## src/rtl/pll_lock_supervisor_pkg.sv

```systemverilog
// Shared types and helpers for the PLL lock supervisor.
package pll_sup_pkg;

    // Bring-up sequence states.
    typedef enum logic [2:0] {
        ST_RESET_PLL = 3'd0,
        ST_WAIT_LOCK = 3'd1,
        ST_HOLD      = 3'd2,
        ST_RUN       = 3'd3,
        ST_FAULT     = 3'd4
    } sup_state_e;

    // Width of a counter that must hold 0 .. n-1, never narrower than one bit.
    function automatic int cnt_width(input int n);
        return (n <= 2) ? 1 : $clog2(n);
    endfunction

endpackage

```

## src/rtl/pll_lock_supervisor_lock_sync.sv

```systemverilog
// Multi-flop synchroniser for the raw PLL LOCK bits. Each bit has its own
// chain; the bits are independent, so there is no bus-coherence guarantee.
module lock_sync #(
    parameter int WIDTH  = 1,
    parameter int STAGES = 2
) (
    input  logic             clk,
    input  logic             rst,
    input  logic [WIDTH-1:0] d,
    output logic [WIDTH-1:0] q
);

    logic [WIDTH-1:0] chain [STAGES];

    // Shift the asynchronous LOCK bits through STAGES flops.
    always_ff @(posedge clk) begin
        if (rst) begin
            // NOTE: the chain is reset so locked reads a clean 0 after rst instead of stale or X history.
            for (int i = 0; i < STAGES; i++) begin
                chain[i] <= '0;
            end
        end else begin
            chain[0] <= d;
            for (int i = 1; i < STAGES; i++) begin
                chain[i] <= chain[i-1];
            end
        end
    end

    assign q = chain[STAGES-1];

endmodule

```

## src/rtl/pll_lock_supervisor.sv

```systemverilog
// Supervises one or more PLLs from the reference clock: pulses PLL reset,
// qualifies the synchronised LOCK bits over a stable window, then releases
// sys_rst after a hold-off. Loss of lock re-runs the sequence; repeated
// lock timeouts end in a latched fault that only rst clears.
module pll_lock_supervisor
    import pll_sup_pkg::*;
#(
    parameter int CHANNELS        = 1,
    parameter int SYNC_STAGES     = 2,
    parameter int PLL_RST_CYCLES  = 16,
    parameter int STABLE_CYCLES   = 1024,
    parameter int RST_HOLD_CYCLES = 16,
    parameter int TIMEOUT_CYCLES  = 65536,
    parameter int MAX_RETRIES     = 3
) (
    input  logic                                    clk_12m,
    input  logic                                    rst,
    input  logic [CHANNELS-1:0]                     lock_async,
    output logic [CHANNELS-1:0]                     pll_resetb,
    output logic [CHANNELS-1:0]                     locked,
    output logic                                    sys_rst,
    output logic                                    lost_lock,
    output logic                                    fault,
    output logic [cnt_width(MAX_RETRIES+1)-1:0]     retry_count
);

    localparam int RST_W = cnt_width(PLL_RST_CYCLES);
    localparam int STB_W = cnt_width(STABLE_CYCLES);
    localparam int HLD_W = cnt_width(RST_HOLD_CYCLES);
    localparam int TMO_W = cnt_width(TIMEOUT_CYCLES);
    localparam int RTY_W = cnt_width(MAX_RETRIES + 1);

    // Terminal count of each counter; every counter stops at its last value.
    localparam logic [RST_W-1:0] RST_LAST = RST_W'(PLL_RST_CYCLES - 1);
    localparam logic [STB_W-1:0] STB_LAST = STB_W'(STABLE_CYCLES - 1);
    localparam logic [HLD_W-1:0] HLD_LAST = HLD_W'(RST_HOLD_CYCLES - 1);
    localparam logic [TMO_W-1:0] TMO_LAST = TMO_W'(TIMEOUT_CYCLES - 1);
    localparam logic [RTY_W-1:0] RTY_MAX  = RTY_W'(MAX_RETRIES);

    sup_state_e       state;
    logic [RST_W-1:0] rst_cnt;
    logic [STB_W-1:0] stable_cnt;
    logic [HLD_W-1:0] hold_cnt;
    logic [TMO_W-1:0] timeout_cnt;
    logic             pll_run;
    logic             all_locked;

    lock_sync #(
        .WIDTH  (CHANNELS),
        .STAGES (SYNC_STAGES)
    ) u_lock_sync (
        .clk (clk_12m),
        .rst (rst),
        .d   (lock_async),
        .q   (locked)
    );

    assign all_locked = &locked;

    // Every PLL sees the same registered reset.
    assign pll_resetb = {CHANNELS{pll_run}};

    // Bring-up sequencer. A counter is only ever non-zero inside the state
    // that owns it and is zeroed on the way out, so each state is entered
    // with its counters already at 0.
    always_ff @(posedge clk_12m) begin
        if (rst) begin
            state       <= ST_RESET_PLL;
            rst_cnt     <= '0;
            stable_cnt  <= '0;
            hold_cnt    <= '0;
            timeout_cnt <= '0;
            pll_run     <= 1'b0;
            sys_rst     <= 1'b1;
            lost_lock   <= 1'b0;
            fault       <= 1'b0;
            retry_count <= '0;
        end else begin
            // NOTE: non-blocking assignments, so every branch below reads the pre-edge values and a later default cannot clobber an earlier test.
            lost_lock <= 1'b0;

            case (state)
                ST_RESET_PLL: begin
                    if (rst_cnt == RST_LAST) begin
                        state   <= ST_WAIT_LOCK;
                        rst_cnt <= '0;
                        pll_run <= 1'b1;
                    end else begin
                        rst_cnt <= rst_cnt + 1'b1;
                    end
                end

                ST_WAIT_LOCK: begin
                    if (all_locked && stable_cnt == STB_LAST) begin
                        // Stable completion takes priority over a timeout in the same cycle.
                        state       <= ST_HOLD;
                        stable_cnt  <= '0;
                        timeout_cnt <= '0;
                    end else if (timeout_cnt == TMO_LAST) begin
                        stable_cnt  <= '0;
                        timeout_cnt <= '0;
                        pll_run     <= 1'b0;
                        if (retry_count < RTY_MAX) begin
                            state       <= ST_RESET_PLL;
                            retry_count <= retry_count + 1'b1;
                        end else begin
                            state <= ST_FAULT;
                            fault <= 1'b1;
                        end
                    end else begin
                        timeout_cnt <= timeout_cnt + 1'b1;
                        stable_cnt  <= all_locked ? stable_cnt + 1'b1 : '0;
                    end
                end

                ST_HOLD: begin
                    if (!all_locked) begin
                        // Not yet running, so this is a failed bring-up rather than a lost lock.
                        state    <= ST_RESET_PLL;
                        hold_cnt <= '0;
                        pll_run  <= 1'b0;
                    end else if (hold_cnt == HLD_LAST) begin
                        state       <= ST_RUN;
                        hold_cnt    <= '0;
                        sys_rst     <= 1'b0;
                        retry_count <= '0;
                    end else begin
                        hold_cnt <= hold_cnt + 1'b1;
                    end
                end

                ST_RUN: begin
                    if (!all_locked) begin
                        state     <= ST_RESET_PLL;
                        pll_run   <= 1'b0;
                        sys_rst   <= 1'b1;
                        lost_lock <= 1'b1;
                    end
                end

                ST_FAULT: begin
                    // Terminal: outputs were set on entry and only rst leaves.
                end

                default: begin
                    // Unreachable encodings recover through a fresh PLL reset.
                    state       <= ST_RESET_PLL;
                    rst_cnt     <= '0;
                    stable_cnt  <= '0;
                    hold_cnt    <= '0;
                    timeout_cnt <= '0;
                    pll_run     <= 1'b0;
                    sys_rst     <= 1'b1;
                end
            endcase
        end
    end

endmodule

```

## config.mk

```make
export PLATFORM = sky130hd
export DESIGN_NAME = pll_lock_supervisor
export DESIGN_NICKNAME = d
export VERILOG_FILES = /design/src/rtl/pll_lock_supervisor_pkg.sv /design/src/rtl/pll_lock_supervisor_lock_sync.sv /design/src/rtl/pll_lock_supervisor.sv
export SDC_FILE = /design/constraint.sdc
export NUM_CORES = 1
export LEC_CHECK = 0
export BUFFER_PORTS_ARGS = -buffer_cell sky130_fd_sc_hd__buf_2
export CORE_MARGIN = 8
export CORE_UTILIZATION = 39
export CTS_CLUSTER_SIZE = 25
export DETAILED_ROUTE_END_ITERATION = 8
export PLACE_DENSITY = 0.57
export RECOVER_POWER = 50
export SLEW_MARGIN = 25
export SYNTH_ARGS = -nofsm -noshare
export SYNTH_HDL_FRONTEND = slang
export SYNTH_SLANG_ARGS = --single-unit
```

## constraint.sdc

```tcl
create_clock -name clk_12m -period 4.51 [get_ports clk_12m]
set_input_delay 0.902 -clock clk_12m [delete_from_list [all_inputs] [get_ports clk_12m]]
set_output_delay 0.902 -clock clk_12m [all_outputs]
set_load 0.01 [all_outputs]
```

==> summary by stage <==
STA
The post-layout minimum cycle time is around 2.4 ns. The setup slack of the critical path after layout is about 2.1 ns. The number of hold violations in the final report is 0. The count of endpoints failing setup in the final report is 0. The maximum operating frequency is between 0.4 and 0.5 GHz.

Setup repair after global routing left no endpoint under its margin. The ratio of final minimum period to clock period is around 54%. The final-layout setup total negative slack is 0 ns. At the pin with the least slew margin, the transition time is around 1.3 ns. The normalized max-slew margin is 13.6%. Clock skew on the completed layout was measured at around 0.0076 ns.

The max-slew violation count is 0.

Global routing
Entering global routing, the biggest net connects 31 pins. For this run, the total global-route usage over all layers was measured as about 11%. The overall overflow remaining after global route is 0. The number of antenna violations at the first check in global routing was 0. The via count of the first global-routing pass is around 1500. The first-pass GRT wire length is between 7000 and 8000 µm.

Clock network
The total of cells resized after clock tree synthesis is 0. The number of setup buffers added after CTS is 0. The cts-stage hold buffer count is 0. The clock tree root buffer cell is sky130_fd_sc_hd__clkbuf_8. The CTS sink count is 45. The TritonCTS clock tree is built. The clock network latency to the later pin of the worst-skew pair is about 0.30 ns. TritonCTS created 5 clock buffers. The number of buffers between clock root and the deepest sink is 2.

Clock-pin slew was measured on the worst setup and hold paths at around 0.080 ns. The H-tree depth is 2.

Floorplan
The horizontal extent of the die is between 90 and 100 µm. The number of primary I/O pins is 10. The area enclosed by the die boundary is 8140 µm².

The number of rows created at floorplan is 27. The die extent in y is 90.2 µm. The region available for standard cell placement spans about 5400 µm². Once the floorplan was initialized, standard cells occupied about two fifths of the core.

Synth
In this run, synthesis inferred 0 flip-flops with an integrated enable. After synthesis, the mean cell area works out to roughly 8.6 µm². The register bit count reported by yosys is 45. After synthesis, the most frequently instantiated cells are 46 x sky130_fd_sc_hd__nor2_1, 45 x sky130_fd_sc_hd__dfxtp_1, 17 x sky130_fd_sc_hd__nand2_1, 16 x sky130_fd_sc_hd__a21oi_1. Sequential elements use a little over two fifths of the synthesized area. The most used standard cell by instance count after synthesis is sky130_fd_sc_hd__nor2_1. The number of different library cells used by synthesis comes to 46. In the synthesized netlist the dominant register cell turns out to be sky130_fd_sc_hd__dfxtp_1.

When the netlist entered floorplanning its net count stood at 257. The share of the synthesized area in the top cell type is between 40% and 50%. The async set-or-reset flop fraction in the synthesized netlist is 0%. During synthesis, Yosys emitted a total of 0 warnings. The synthesized netlist cell count is about 250.

sky130_fd_sc_hd__dfxtp_1 takes more of the synthesized area than any other cell. Sorting the synthesized cells by area gives the leading types as sky130_fd_sc_hd__dfxtp_1 42%, sky130_fd_sc_hd__nor2_1 8.0%, sky130_fd_sc_hd__xor2_1 4.5%, sky130_fd_sc_hd__a21oi_1 3.7%, sky130_fd_sc_hd__xnor2_1 3.3%. Summing every instance area after synthesis gives between 2000 and 2500 µm².

Placed design
Summed over all nets, the half-perimeter wirelength after detailed placement is ~2900 µm. The number of port buffers is 9. At the end of routability-driven placement, the weighted congestion stood at ~0.72. Prior to clock tree synthesis, the placed netlist has a worst setup slack of ~2.3 ns.

Worst setup path
STA classifies the critical path endpoint as a register. The critical path in this run is classified as reg2reg. The arrival time at the worst endpoint is around 2.6 ns.

The type of element launching the critical path is a register. The endpoint required time on the critical path is between 4 and 5 ns. The largest fanout on the critical path is 12.

Detailed routing
The final layout contains routed wiring with a total length of around 4200 µm. The number of design-rule violations left by the first detailed-router iteration is between 90 and 100. The vias per cell is between 5 and 6.

The final route contains 1702 vias. The wire length per cell after detailed routing is between 10 and 15 µm. Once detail routing completed, the nets flagged for antenna violations numbered 0.

Before antenna repair, the detailed router went through 4 iterations. The DRC violation count after routing is 0.

Power and ir drop
The worst voltage drop across the vdd grid is between 0.0002 and 0.00025 V. The areal power density over the cells is 313 nW/µm². The leakage power is approximately 0.84 nW.

Finish
The signed area change from the synthesized netlist to the final layout is 9.14%. The proportion of layout cells with a drive suffix above 1 is roughly 6.6%. At the end of the flow, the number of nets in the layout was 264. The number of diodes added for antenna fixing is 0. The fill cell total of the finished layout is 550.

Worst hold path
The worst hold path belongs to the class reg2reg.

Run status
The run finished with clean final reports.

Job
The reported max-cap violation count is 0.
worst paths after layout:
path	from	endpoint	slack [ns]	cells past startpoint
hold / removal	u_lock_sync.chain[0][0]$_SDFF_PP0_	u_lock_sync.chain[0][1]$_SDFF_PP0_	0.46	1
hold reg to reg	u_lock_sync.chain[0][0]$_SDFF_PP0_	u_lock_sync.chain[0][1]$_SDFF_PP0_	0.46	1
setup reg to reg	stable_cnt[0]$_SDFFE_PP0N_	timeout_cnt[4]$_SDFFE_PP0N_	2.08	6
setup / recovery	stable_cnt[0]$_SDFFE_PP0N_	timeout_cnt[4]$_SDFFE_PP0N_	2.08	6
layout by cell type, fill, tap and decap left out, types with 6 or more instances in the layout:
cell	instances
sky130_fd_sc_hd__nand2_1	17
sky130_fd_sc_hd__nand4_1	11
sky130_fd_sc_hd__nand3_1	11
sky130_fd_sc_hd__dfxtp_1	45
sky130_fd_sc_hd__clkbuf_1	9
sky130_fd_sc_hd__xnor2_1	8
sky130_fd_sc_hd__nor3_1	9
sky130_fd_sc_hd__nor2_1	46
sky130_fd_sc_hd__clkbuf_8	6
sky130_fd_sc_hd__xor2_1	11
sky130_fd_sc_hd__a21oi_1	16
layer usage:
layer / vias up / track usage (%) / wire length [µm]
met5: - / 0 / 0
met4: 0 / 5.55 / 81
met3: 6 / 3.24 / 129
met2: 15 / 16.3 / 1850
met1: 791 / 13.8 / 2180
li1: 890 / - / -
worst max-delay path, stage by stage, from the launching register on:
cell and delay, ns:
sky130_fd_sc_hd__dfxtp_1 0.41, sky130_fd_sc_hd__ha_1 0.26, sky130_fd_sc_hd__nand3_1 0.16, sky130_fd_sc_hd__o31ai_1 0.79, sky130_fd_sc_hd__nor2b_4 0.12, sky130_fd_sc_hd__o21bai_2 0.47
sky130_fd_sc_hd__nor2_1 0.10
power by group:
| part | total, mW | internal, mW | switching, mW | leakage, nW |
|---|---|---|---|---|
| Combinational | 0.0168 | 0.00596 | 0.0109 | 0.414 |
| Sequential | 0.403 | 0.400 | 0.00332 | 0.363 |
| Clock | 0.314 | 0.181 | 0.133 | 0.0585 |
| Total | 0.734 | 0.587 | 0.148 | 0.835 |
cell type report:
class / instances / area (µm²) / share of cell area [%]
flip-flops and latches: 45 / 901 / 38.4
inverters: 2 / 7.51 / 0.320
repair buffers: 9 / 35.0 / 1.49
clock buffers: 7 / 86.3 / 3.68
clock inverters: 1 / 30.0 / 1.28
multi-input cells: 193 / 1200 / 51.0
well taps: 72 / 90.1 / 3.84
state kept, by name, indices dropped and copies added, names as in the netlist, 2 cells and up:
name / count
timeout_cnt: 16
stable_cnt: 10
hold_cnt: 4
rst_cnt: 4
state: 3
retry_count: 2
u_lock_sync.chain: 2
cells by family after synthesis:
logic type                 share of synthesized area [%]
AOI/OAI and AO/OA                                   11.5
muxes                                               2.79
DFF                                                 41.9
xor gates and xnor gates                            7.74
adders and majority gates                           2.91
buffers and inverters                               2.21
and+or+nand+nor                                     31.0
through the flow:
stage,hold slack [ns],util (%),area (µm²),instances,power (mW)
3_3_place_gp,0.419,41.5,2240,321,0.430
3_5_place_dp,0.446,41.5,2240,321,0.430
4_1_cts,0.459,43.7,2360,329,0.744
6_report,0.456,43.4,2350,329,0.734
2_1_floorplan,0.414,-,2150,249,0.426
5_1_grt,0.477,43.4,2350,329,0.761
(Power assumes the default switching activity.)
